--- config.mk ---
export PLATFORM = sky130hd
export DESIGN_NAME = wptr_full_ctrl
export DESIGN_NICKNAME = d
export VERILOG_FILES = /design/src/rtl/fifo_pkg.sv /design/src/rtl/sync_r2w.sv /design/src/rtl/wptr_full_ctrl.sv
export SDC_FILE = /design/constraint.sdc
export NUM_CORES = 1
export LEC_CHECK = 0
export CAP_MARGIN = 30
export CORE_MARGIN = 5
export CORE_UTILIZATION = 43
export CTS_CLUSTER_SIZE = 10
export DETAILED_ROUTE_END_ITERATION = 7
export MAX_ROUTING_LAYER = met4
export PLACE_DENSITY = 0.74
export SLEW_MARGIN = 5
export SYNTH_ARGS = -nofsm -noshare
export SYNTH_HDL_FRONTEND = slang
export SYNTH_SLANG_ARGS = --single-unit
export TNS_END_PERCENT = 10
--- constraint.sdc ---
create_clock -name wclk -period 2.5 [get_ports wclk]
set_input_delay 0.25 -clock wclk [delete_from_list [all_inputs] [get_ports wclk]]
set_output_delay 0.25 -clock wclk [all_outputs]
set_load 0.02 [all_outputs]
--- src/rtl/fifo_pkg.sv ---
// Shared definitions for the dual-clock FIFO pointer logic: default depth and
// Gray-code helpers used by both the write-side and read-side controllers.
package fifo_pkg;

  localparam int FIFO_ADDRSIZE = 4;
  // Helpers work on a fixed wide vector; callers zero-extend narrower pointers.
  localparam int PTR_MAX = 16;

  function automatic logic [PTR_MAX-1:0] bin2gray(input logic [PTR_MAX-1:0] b);
    return b ^ (b >> 1);
  endfunction

  function automatic logic [PTR_MAX-1:0] gray2bin(input logic [PTR_MAX-1:0] g);
    logic [PTR_MAX-1:0] b;
    b[PTR_MAX-1] = g[PTR_MAX-1];
    for (int i = PTR_MAX - 2; i >= 0; i--) begin
      b[i] = b[i+1] ^ g[i];
    end
    return b;
  endfunction

  // Gray value the write pointer takes when it is exactly one lap ahead of g.
  function automatic logic [PTR_MAX-1:0] full_target(input logic [PTR_MAX-1:0] g,
                                                     input int w);
    return g ^ (PTR_MAX'(3) << (w - 2));
  endfunction

endpackage

--- src/rtl/sync_r2w.sv ---
// Two-flop synchronizer for a Gray pointer crossing into the local clock domain.
module sync_r2w #(
  parameter int W = 5
) (
  input  logic         clk,
  input  logic         srst,
  input  logic [W-1:0] d,
  output logic [W-1:0] q
);

  logic [W-1:0] s1_q, s1_d;
  logic [W-1:0] s2_q, s2_d;

  always_comb begin
    s1_d = d;
    s2_d = s1_q;
  end

  always_ff @(posedge clk) begin
    if (srst) begin
      s1_q <= '0;
      s2_q <= '0;
    end else begin
      s1_q <= s1_d;
      s2_q <= s2_d;
    end
  end

  assign q = s2_q;

endmodule

--- src/rtl/wptr_full_ctrl.sv ---
// Write-domain pointer, full/almost-full, fill level and sticky overflow
// status for the dual-clock FIFO.
module wptr_full_ctrl
  import fifo_pkg::*;
#(
  parameter int ADDRSIZE = FIFO_ADDRSIZE,
  parameter int AF_LEVEL = 14
) (
  input  logic                wclk,
  input  logic                wrst,
  input  logic                winc,
  input  logic                ovf_clr,
  input  logic [ADDRSIZE:0]   rptr,
  output logic                wen,
  output logic [ADDRSIZE-1:0] waddr,
  output logic [ADDRSIZE:0]   wptr,
  output logic                wfull,
  output logic                walmost_full,
  output logic [ADDRSIZE:0]   wlevel,
  output logic                woverflow
);

  localparam int PW = ADDRSIZE + 1;

  logic [PW-1:0] wbin_q, wbin_d;
  logic [PW-1:0] wptr_q, wptr_d;
  logic [PW-1:0] wlevel_q, wlevel_d;
  logic          wfull_q, wfull_d;
  logic          walmost_full_q, walmost_full_d;
  logic          woverflow_q, woverflow_d;

  logic [PW-1:0]      wq2_rptr;
  logic [PW-1:0]      wq2_bin;
  logic               wen_c;
  logic [PTR_MAX-1:0] gray_ext;
  logic [PTR_MAX-1:0] wq2_bin_ext;
  logic [PTR_MAX-1:0] full_ext;

  sync_r2w #(.W(PW)) u_sync_r2w (
    .clk  (wclk),
    .srst (wrst),
    .d    (rptr),
    .q    (wq2_rptr)
  );

  always_comb begin
    // A write coinciding with reset is dropped, so reset never commits data.
    wen_c       = winc & ~wfull_q & ~wrst;
    wbin_d      = wbin_q + PW'(wen_c);
    gray_ext    = bin2gray({{(PTR_MAX-PW){1'b0}}, wbin_d});
    wptr_d      = gray_ext[PW-1:0];
    wq2_bin_ext = gray2bin({{(PTR_MAX-PW){1'b0}}, wq2_rptr});
    wq2_bin     = wq2_bin_ext[PW-1:0];
    full_ext    = full_target({{(PTR_MAX-PW){1'b0}}, wq2_rptr}, PW);
    wfull_d     = (wptr_d == full_ext[PW-1:0]);
    wlevel_d    = wbin_d - wq2_bin;
    walmost_full_d = (32'(wlevel_d) >= AF_LEVEL);
    woverflow_d    = (winc & wfull_q) | (woverflow_q & ~ovf_clr);
  end

  always_ff @(posedge wclk) begin
    if (wrst) begin
      wbin_q         <= '0;
      wptr_q         <= '0;
      wlevel_q       <= '0;
      wfull_q        <= 1'b0;
      walmost_full_q <= 1'b0;
      woverflow_q    <= 1'b0;
    end else begin
      wbin_q         <= wbin_d;
      wptr_q         <= wptr_d;
      wlevel_q       <= wlevel_d;
      wfull_q        <= wfull_d;
      walmost_full_q <= walmost_full_d;
      woverflow_q    <= woverflow_d;
    end
  end

  assign wen          = wen_c;
  assign waddr        = wbin_q[ADDRSIZE-1:0];
  assign wptr         = wptr_q;
  assign wfull        = wfull_q;
  assign walmost_full = walmost_full_q;
  assign wlevel       = wlevel_q;
  assign woverflow    = woverflow_q;

endmodule

Word level (Yosys, flattened, before mapping)
Index checks and enable logic that the tools add are counted.
{ "op_classes": {"n_addsub": 2, "n_lt_le_gt_ge": 1, "bitwise_logic": 14, "n_eq_ne": 1} }
{ "ops": {"columns": ["operator", "count"], "rows": [
  ["5-bit by 1-bit adder with 5-bit output", 1],
  ["5-bit == test", 1],
  ["5-bit by 4-bit greater-or-equal comparator with 1-bit output, second input constant", 1],
  ["5-bit subtractor", 1],
  ["5-bit by 4-bit XOR with 5-bit output", 1],
  ["1-bit bitwise AND", 4],
  ["1-bit XOR", 4],
  ["1-bit NOT", 3],
  ["2-bit NOT", 1],
  ["1-bit bitwise OR", 1]
]} }
{ "totals": {"wordCells": 26, "register_bits": 28, "out_inout_bits": 18, "inputBits": 9} }

Longest topological paths before layout
{ "depth": {"ltp_word": 6, "ltp_mapped": 12, "ltp_nobuf": 11} }

Modules after synthesis
From an unflattened synthesis, not the netlist that was laid out.
{ "hier_totals": {"cells_unflattened": 112, "area_unflattened_um2": 1166.1} }
{ "by_module_without_submodules": {"columns": ["module", "instances", "seq_area_each_um2", "cells_each", "area_per_inst_um2"], "rows": [
  ["wptr_full_ctrl", 1, 340.3, 92, 903.4],
  ["sync_r2w", 1, 200.2, 20, 262.8]
]} }

Worst setup path before layout
Ideal clock, no wire load.
{ "synth_timing": {"path_kind": "input to register", "from": "input wrst", "to": "register walmost_full_q (netlist: walmost_full)", "n_path_buf": 2, "setup_time_ps": 136, "arrival_time_ps": 2945, "stages": 11, "required_time_ps": 2364, "slack_ps": -581, "path_cell_list": "clkbuf_1 > clkbuf_1 > nor3b_1 > ha_1 > ha_1 > xor2_2 > ha_1 > a21o_1 > a21oi_1 > xor2_1 > o32ai_1"} }
{ "synth_between": {"elab_chain_len": 5} }
{ "synth_rtl": {"columns": ["element", "line_no", "text"], "rows": [
  ["from (decl)", "wptr_full_ctrl.sv:10", "input logic wrst,"],
  ["1-bit NOT", "wptr_full_ctrl.sv:48", "wen_c = winc & ~wfull_q & ~wrst;"],
  ["1-bit bitwise AND", "wptr_full_ctrl.sv:48", null],
  ["named net wen", "wptr_full_ctrl.sv:14", "output logic wen,"],
  ["5-bit by 1-bit adder with 5-bit output", "wptr_full_ctrl.sv:49", "wbin_d = wbin_q + PW'(wen_c);"],
  ["named net wbin_d[2]", "wptr_full_ctrl.sv:25", "logic [PW-1:0] wbin_q, wbin_d;"],
  ["5-bit subtractor", "wptr_full_ctrl.sv:56", "wlevel_d = wbin_d - wq2_bin;"],
  ["5-bit by 4-bit greater-or-equal comparator with 1-bit output", "wptr_full_ctrl.sv:57", "walmost_full_d = (32'(wlevel_d) >= AF_LEVEL);"],
  ["to (signal assigned)", "wptr_full_ctrl.sv:74", "walmost_full_q <= walmost_full_d;"],
  ["to (decl)", "wptr_full_ctrl.sv:29", "logic walmost_full_q, walmost_full_d;"]
]} }
The timed path passes the listed nets, and every way through them passes these cells.
A chain may end at the register's enable or synchronous reset.

Final worst setup path
{ "layout_timing": {"from": "register u_sync_r2w.s2_q[4] (netlist: u_sync_r2w.q[4])", "to": "register walmost_full_q (netlist: walmost_full)"} }
{ "layout_between": {"elab_chain_len": 6} }
{ "layout_rtl": {"columns": ["element", "line_no", "text"], "rows": [
  ["from (decl)", "sync_r2w.sv:12", "logic [W-1:0] s2_q, s2_d;"],
  ["from (signal assigned)", "sync_r2w.sv:22", "s2_q <= '0;"],
  ["from (signal assigned)", "sync_r2w.sv:25", "s2_q <= s2_d;"],
  ["1-bit XOR (4 in series)", "fifo_pkg.sv:17", "b[i] = b[i+1] ^ g[i];"],
  ["5-bit subtractor (*)", "wptr_full_ctrl.sv:56", null],
  ["5-bit by 4-bit greater-or-equal comparator with 1-bit output (*)", "wptr_full_ctrl.sv:57", null]
]} }
Mark *: on every way between the ends. The rest lies on a longest branch, timed or not.

==> results.md <==
- ANT nets after route: 0
- Vias/cell: about 4.6
- Max-slew violations: 0
- Core Box Area: 2500 um^2
- Grt ovf: 0
- CTS buffer count: 3
- Final WL: a little over 2 mm
- DR vias: between 800 and 900
- # fillers: 194
- Critical Path RT: 2730 ps
- Slew @ Worst Pin: 318 ps
- Reg2reg setup slack: ~160 ps
- Storage element area: 541 um^2
- Total power: ~0.91 mW
- Synthesized instance count: between 100 and 150
- Normalized max-slew margin: 78.6%
- Vias in the first global route: around 880
- Mapped Nets: ~120
- Final period utilization: between 90% and 100%
- Wirelength per Cell: about 12 um
- Leakage dissipation: 0.647 nW
- Synth unique cells: 26
- DRC: 0
- GPL Wtd Cong: between 0.7 and 0.8
- Synth Register Bits: 27
- Power Density: 568 nW/um^2
- Setup TNS: 0 ps
- Minimum clock period: between 2000 and 2500 ps
- Final setup fails: 0
- Initial drt markers: 9
- IO Pins: 27
- Mapped Area: 1120 um^2
- DIE AREA: approximately 3700 um^2
- Total GRT Usage: 13.8%
- Cts repair resizes: 0
- Clock slew at reported path FFs: about 150 ps
- Global-route wire length before repair: approximately 3.7 mm
- Register area share after synthesis: 48.1%
- Clock sink count: 27
- Longest Clk Path Bufs: 2
- Max Fclk: ~430 MHz
- Clk_lat worst skew: 330 ps
- Finished Core Util: 64.3%
- # rows: 18
- Non-Filler Instances: ~180
- Placed Cells: roughly 170
- Final nets: roughly 160
- CP Capture Type: flip-flop
- Die width: 61.1 um
- Worst vdd ir: 0.000382 V
- Die Ht: 61.1 um
- Worst r2r src: u_sync_r2w.q[4]
- Cts hold-fix bufs: 0
- WHS Path Cells: 1
- Syn_area_per_cell: between 10 and 15 um^2
- Layout cell share with drive strength beyond 1: 22.1%
- Number of diodes: 0
- Startpoint types: flip-flop
- Hold Vio Cnt, Final: 0
- Largest net degree at the start of global routing: 28
- Multi-input logic area: slightly above 600 um^2
- Max Cap Viol: 0
- CP max FO: 2
- HP Class: reg2reg
- Synthesis-to-layout area growth: 42.9%
- Initial Util: between 40% and 50%
- R2R depth: 11
- I/O Buffers: 26
- CP Class: reg2reg
- Hold EP: u_sync_r2w.q[4]
- CTS tree: yes
- Crit Reg-Reg Endpoint: walmost_full
- Antenna violations before repair: 0
- Status: finished, final reports clean
- CTS H-tree depth: 1
- Warnings from Yosys: 0
- Clock Skew: between 10 and 15 ps
- Root buf cell: clkbuf_4
- Hold_sp: u_sync_r2w.s1_q[4]
- Arrival time worst endpoint: 2570 ps
- Detailed placement HPWL: ~1.7 mm
- Detailed Routing Iterations Pass 1: 4
- Setup Buffers After CTS: 0
through the flow:
stage | hold slack, ps | cell area (um^2) | setup WS (ps)
6_report | 447 | 1610 | 161
5_1_grt | 447 | 1610 | -3.38
4_1_cts | 458 | 1600 | 109
3_5_place_dp | 431 | 1570 | -132
3_3_place_gp | 417 | 1570 | -87.7
2_1_floorplan | 378 | 1200 | 6.53
worst max-delay path: stages (launching register included):
cell and delay [ps]:
dfxtp_1 370, xnor2_2 230, xor2_2 220, xor2_2 180
xnor2_1 80, ha_1 200, fa_1 400, inv_1 80
a21o_1 130, a21oi_2 60, xor2_1 180, o32ai_1 110
how the worst max path moves through the flow:
stage                          startpoint           end  slack (ps)  cells past startpoint
after floorplan                      wrst  walmost_full           7                     11
after global placement               wrst  walmost_full         -90                     11
after detailed placement             wrst  walmost_full        -130                     11
after CTS                 u_sync_r2w.q[4]  walmost_full         110                     11
after global routing      u_sync_r2w.q[4]  walmost_full          -3                     11
final                     u_sync_r2w.q[4]  walmost_full         160                     11
flip-flops by register name, indices dropped and copies added, names as in the netlist:
| name | count |
|---|---|
| woverflow | 1 |
| wptr | 4 |
| wfull | 1 |
| wlevel | 5 |
| walmost_full | 1 |
| wbin_q | 5 |
| u_sync_r2w.q | 5 |
| u_sync_r2w.s1_q | 5 |
layer usage:
metal | share of wire, % | GRT usage (%) | up-vias
met4 | 1.8 | 5.57 | 0
met2 | 52 | 24.6 | 16
met3 | 4.7 | 3.14 | 4
met5 | 0 | - | -
met1 | 42 | 14.6 | 377
li1 | - | - | 405
logic make-up (layout without fill, tap and decap cells):
family	count (synthesis)	after routing	synth area share, %
AOI/OAI and AO/OA	9	9	5.56
xor gates and xnor gates	20	20	18.9
adders and majority gates	8	8	9.57
buffers and inverters	10	50	3.34
DFF	27	27	48.1
and+or+nand+nor	31	31	14.6
final cells by class:
| type | count | share of cell area, % |
|---|---|---|
| sequential | 27 | 33.6 |
| inverter | 7 | 1.63 |
| timing repair buffer | 39 | 22.3 |
| multi-input combinational | 68 | 38.3 |
| clock inverter | 1 | 0.467 |
| tap | 30 | 2.33 |
| clock buffer | 3 | 1.40 |
where the power goes:
group / switching [mW] / internal (mW) / total [mW]
Clock: 0.133 / 0.0612 / 0.194
Combinational: 0.115 / 0.127 / 0.242
Sequential: 0.0128 / 0.463 / 0.476
synthesized netlist by cell type:
| master | count | area, um^2 |
|---|---|---|
| xnor2_1 | 9 | 78.8 |
| a21oi_2 | 1 | 8.76 |
| inv_1 | 6 | 22.5 |
| nor3b_1 | 1 | 7.51 |
| inv_2 | 1 | 3.75 |
| nor2_1 | 12 | 45.0 |
| nand2_1 | 1 | 3.75 |
| nand3_1 | 2 | 10.0 |
| a211oi_1 | 1 | 7.51 |
| o32ai_1 | 1 | 8.76 |
| clkbuf_1 | 2 | 7.51 |
| fa_1 | 1 | 20.0 |
| or2_1 | 1 | 6.26 |
| o211ai_1 | 1 | 7.51 |
| xor2_1 | 6 | 52.6 |
| xor2_2 | 3 | 48.8 |
| a21o_1 | 2 | 15.0 |
| nand2b_1 | 1 | 6.26 |
| buf_1 | 1 | 3.75 |
| xnor2_2 | 2 | 32.5 |
| or3_1 | 1 | 6.26 |
| nor2b_1 | 11 | 68.8 |
| a21oi_1 | 3 | 15.0 |
| dfxtp_1 | 27 | 541 |
| ha_1 | 7 | 87.6 |
| nand3_2 | 1 | 10.0 |
layout by cell type, fill, tap and decap left out, drive strengths merged:
master / instances
clkdlybuf4s50: 26
nand2b: 1
nand3: 3
dfxtp: 27
ha: 7
nor3b: 1
clkinvlp: 1
nor2: 12
a21o: 2
nor2b: 11
o32ai: 1
o211ai: 1
xor2: 9
buf: 13
a211oi: 1
fa: 1
or3: 1
or2: 1
xnor2: 11
clkbuf: 3
a21oi: 4
inv: 7
nand2: 1
No activity file was read; power rests on OpenSTA's default activity.
==> variant (same flow settings) <==
Make the reset (`srst` and `wrst`) asynchronous in 2 clocked blocks.
--- a/src/rtl/sync_r2w.sv
+++ b/src/rtl/sync_r2w.sv
@@ -16,7 +16,7 @@
     s2_d = s1_q;
   end
 
-  always_ff @(posedge clk) begin
+  always_ff @(posedge clk or posedge srst) begin
     if (srst) begin
       s1_q <= '0;
       s2_q <= '0;
--- a/src/rtl/wptr_full_ctrl.sv
+++ b/src/rtl/wptr_full_ctrl.sv
@@ -58,7 +58,7 @@
     woverflow_d    = (winc & wfull_q) | (woverflow_q & ~ovf_clr);
   end
 
-  always_ff @(posedge wclk) begin
+  always_ff @(posedge wclk or posedge wrst) begin
     if (wrst) begin
       wbin_q         <= '0;
       wptr_q         <= '0;
Function: differs if wrst is asserted again (counterexample within 4 cycles, from zero or initial values and one cycle with wrst high); with wrst held inactive, the same outputs for 10 cycles.
==> variant against the unedited design <==
  * Wire length rose by 16%
  * Via count grew 6.1%
  * First-iteration DRC count up 11%
  * Critical path depth down 2
  * Sequential cell count unchanged
  * Cell area rose by 9.0%
  * Sequential share of layout area rose by 4.9 points
  * Synthesized cell count shrank 9.5%
  * Area after synthesis grew 8.2%
  * Die area rose by 6.9%
  * Clock skew shrank 0.0062 ns
  * Worst setup slack lost 0.071 ns
  * Critical path type unchanged
  * Critical endpoint is now walmost_full
Power is not compared: it rests on default switching activity, and its combinational part moved more than twofold at a synthesized area within 25%.
==> variant: results (changes against the unedited design) <==
- The buffer depth of the longest clock path is 2 (unchanged).
- The warning count from the yosys run is 0 (unchanged).
- The clock-pin slew on the worst setup and hold paths is 0.14 ns.
- The DRC violation total after the first TritonRoute iteration is 10 (was 9).
- The sequential cell area fraction in the yosys report is 55.5% (was 48.1%).
- The number of antenna violations at the first check in global routing is 0 (unchanged).
- The worst slew slack as a fraction of its limit is 77.2% (was 78.6%).
- The cell count of the worst reg-to-reg path is 9 (was 11).
- The final setup slack of the worst path is 0.0906 ns (was 0.161 ns).
- The aggregate routed wire length is 2.39 mm (was 2.05 mm).
- The wire length of the first global-routing pass was 4.10 mm (was 3.65 mm).
- The maximum ir drop on the vdd rail is about 0.8 mV.
- The overall track demand over capacity in global routing is 13.2% (was 13.8%).
- The path type of the worst min-delay path is primary input to register (was register to register).
- The clock tree skew after final layout came to 0.00387 ns (was 0.0100 ns).
- The fraction of final layout cells sized beyond drive strength 1 is 25.7% (was 22.1%).
- Top cells by count, synth: 27 x dfrtp_1, 9 x inv_1, 9 x xnor2_1 (was 27 x dfxtp_1, 12 x nor2_1, 11 x nor2b_1).
- The post-detailed-route wirelength per cell is 13.6 µm (was 11.7 µm).
- Result of the run: complete, no violations (unchanged).
- The clock root buffer master was clkbuf_4 (unchanged).
- The fraction of met3 tracks used by global routing is 2.66% (was 3.14%).
- The instance area after placement is 1660 µm² (was 1570 µm²).
- The post-synth net total is 112 (was 122).
- The number of global-route vias before repair was 923 (was 876).
- The via total after detailed routing came to 851 (was 802).
- The worst setup path endpoint was walmost_full (unchanged).
- The mean instance size in the synthesized netlist is 12.8 µm² (was 10.7 µm²).
- The highest fanout seen on the critical path is 2 (unchanged).
- The number of distinct standard cells referenced by the synthesized netlist was 24 (was 26).
- The post-placement cell count came to 167 (was 171).
- The TritonCTS buffer count is 3 (unchanged).
- The net count reported at finish is 162 (was 163).
- The antenna diode instance count is 0 (unchanged).
- The met2 layer usage reported by global route is 21.3% (was 24.6%).
- The global routing met1 resource utilization came to 15.8% (was 14.6%).
- The number of port buffers was 26 (unchanged).
- The arrival time reported for the critical path endpoint was 2.62 ns (was 2.57 ns).
- The H-tree level count is 1 (unchanged).
- The share of flip-flops with an asynchronous set or reset after synthesis is 100% (was 0%).
- The biggest cell delay along the critical path is 0.44 ns (was 0.40 ns).
- The global placer's final weighted congestion is 0.738 (was 0.763).
- The largest net degree at the start of global routing is 28 (unchanged).
- Synth area leaders: dfrtp_1 55%, ha_1 7.2%, xnor2_1 6.5%, xor2_1 5.0%, inv_1 2.8% (was dfxtp_1 48%, ha_1 7.8%, xnor2_1 7.0%, nor2b_1 6.1%, xor2_1 4.7%).
- The final number of hold-violating endpoints is 0 (unchanged).
- For the worst-skew pair, the clock arrives at the later sink with an insertion delay of 0.32 ns.
- The detailed-placement wirelength estimate was 1.81 mm (was 1.70 mm).
- The placement-stage worst setup slack was -0.232 ns (was -0.132 ns).
- The worst flop-to-flop path startpoint is u_sync_r2w.q[4] (unchanged).
- The slowest stage cell on the critical path is fa_2 (was fa_1).
variant: changes by cell type after synthesis, moves of 5 or more:
cell | before | now
nor2b_1 | 11 | 2
dfrtp_1 | 0 | 27
dfxtp_1 | 27 | 0
nor2_1 | 12 | 2
nand2_1 | 1 | 6
variant: power by group:
part / switching [mW] / leakage [nW] / internal (mW)
clock network: 0.122 / 0.0177 / 0.0599
registers: 0.116 / 0.322 / 0.587
logic: 0.639 / 0.477 / 0.788
variant: routing by layer:
| layer | part of all wire (%) | wire (µm) |
|---|---|---|
| met3 | 5.4 | 129 |
| met4 | 3.0 | 72 |
| met5 | 0 | 0 |
| met1 | 40 | 958 |
| met2 | 51 | 1230 |
variant: how the worst min path moves through the flow:
stage / from / to / slack (ns) / depth (start not counted)
floorplan: rptr[0] / u_sync_r2w.s1_q[0] / 0.28 / 0
global placement: u_sync_r2w.s1_q[1] / u_sync_r2w.q[1] / 0.33 / 0
detailed placement: u_sync_r2w.s1_q[2] / u_sync_r2w.q[2] / 0.34 / 0
CTS: rptr[1] / u_sync_r2w.s1_q[1] / 0.34 / 1
global route: rptr[1] / u_sync_r2w.s1_q[1] / 0.33 / 1
finish: rptr[3] / u_sync_r2w.s1_q[3] / 0.35 / 1
variant: layout make-up:
type | instances | area [µm²]
clock inverter | 1 | 5.00
clock buffer | 3 | 22.5
multi-input combinational | 57 | 559
fill | 211 | 981
sequential | 27 | 676
inverter | 9 | 33.8
tap | 31 | 38.8
timing repair buffer | 47 | 418
variant: per-stage QoR:
stage / hold WS [ns] / util (%)
after global routing: 0.325 / 64.1
after CTS: 0.341 / 63.1
after detailed placement: 0.343 / 60.5
after floorplan: 0.281 / -
after global placement: 0.332 / 60.5
final: 0.352 / 64.1
variant: kinds of logic after synthesis:
| group | count (synthesis) | synth area share, % |
|---|---|---|
| flip-flops | 27 | 55.5 |
| adder cells (fa/ha/maj) | 8 | 8.84 |
| AO/OA/AOI/OAI | 10 | 5.45 |
| buffers and inverters | 11 | 3.60 |
| AND/OR/NAND/NOR | 19 | 8.02 |
| XOR/XNOR | 20 | 18.6 |
variant: worst register-to-register path, stage by stage, from the launching register on:
cell and delay, ns:
dfrtp_1 0.43, xnor2_2 0.24, xor2_2 0.22, xor2_2 0.21
xnor2_1 0.15, ha_2 0.22, fa_2 0.44, inv_1 0.10
nand2_1 0.05, o311ai_0 0.26
variant: timing repair:
item	CTS	global route
endpoints found under the setup margin	2	4
buffers inserted	3	1
gates resized for setup	5	3
pin swaps	3	3
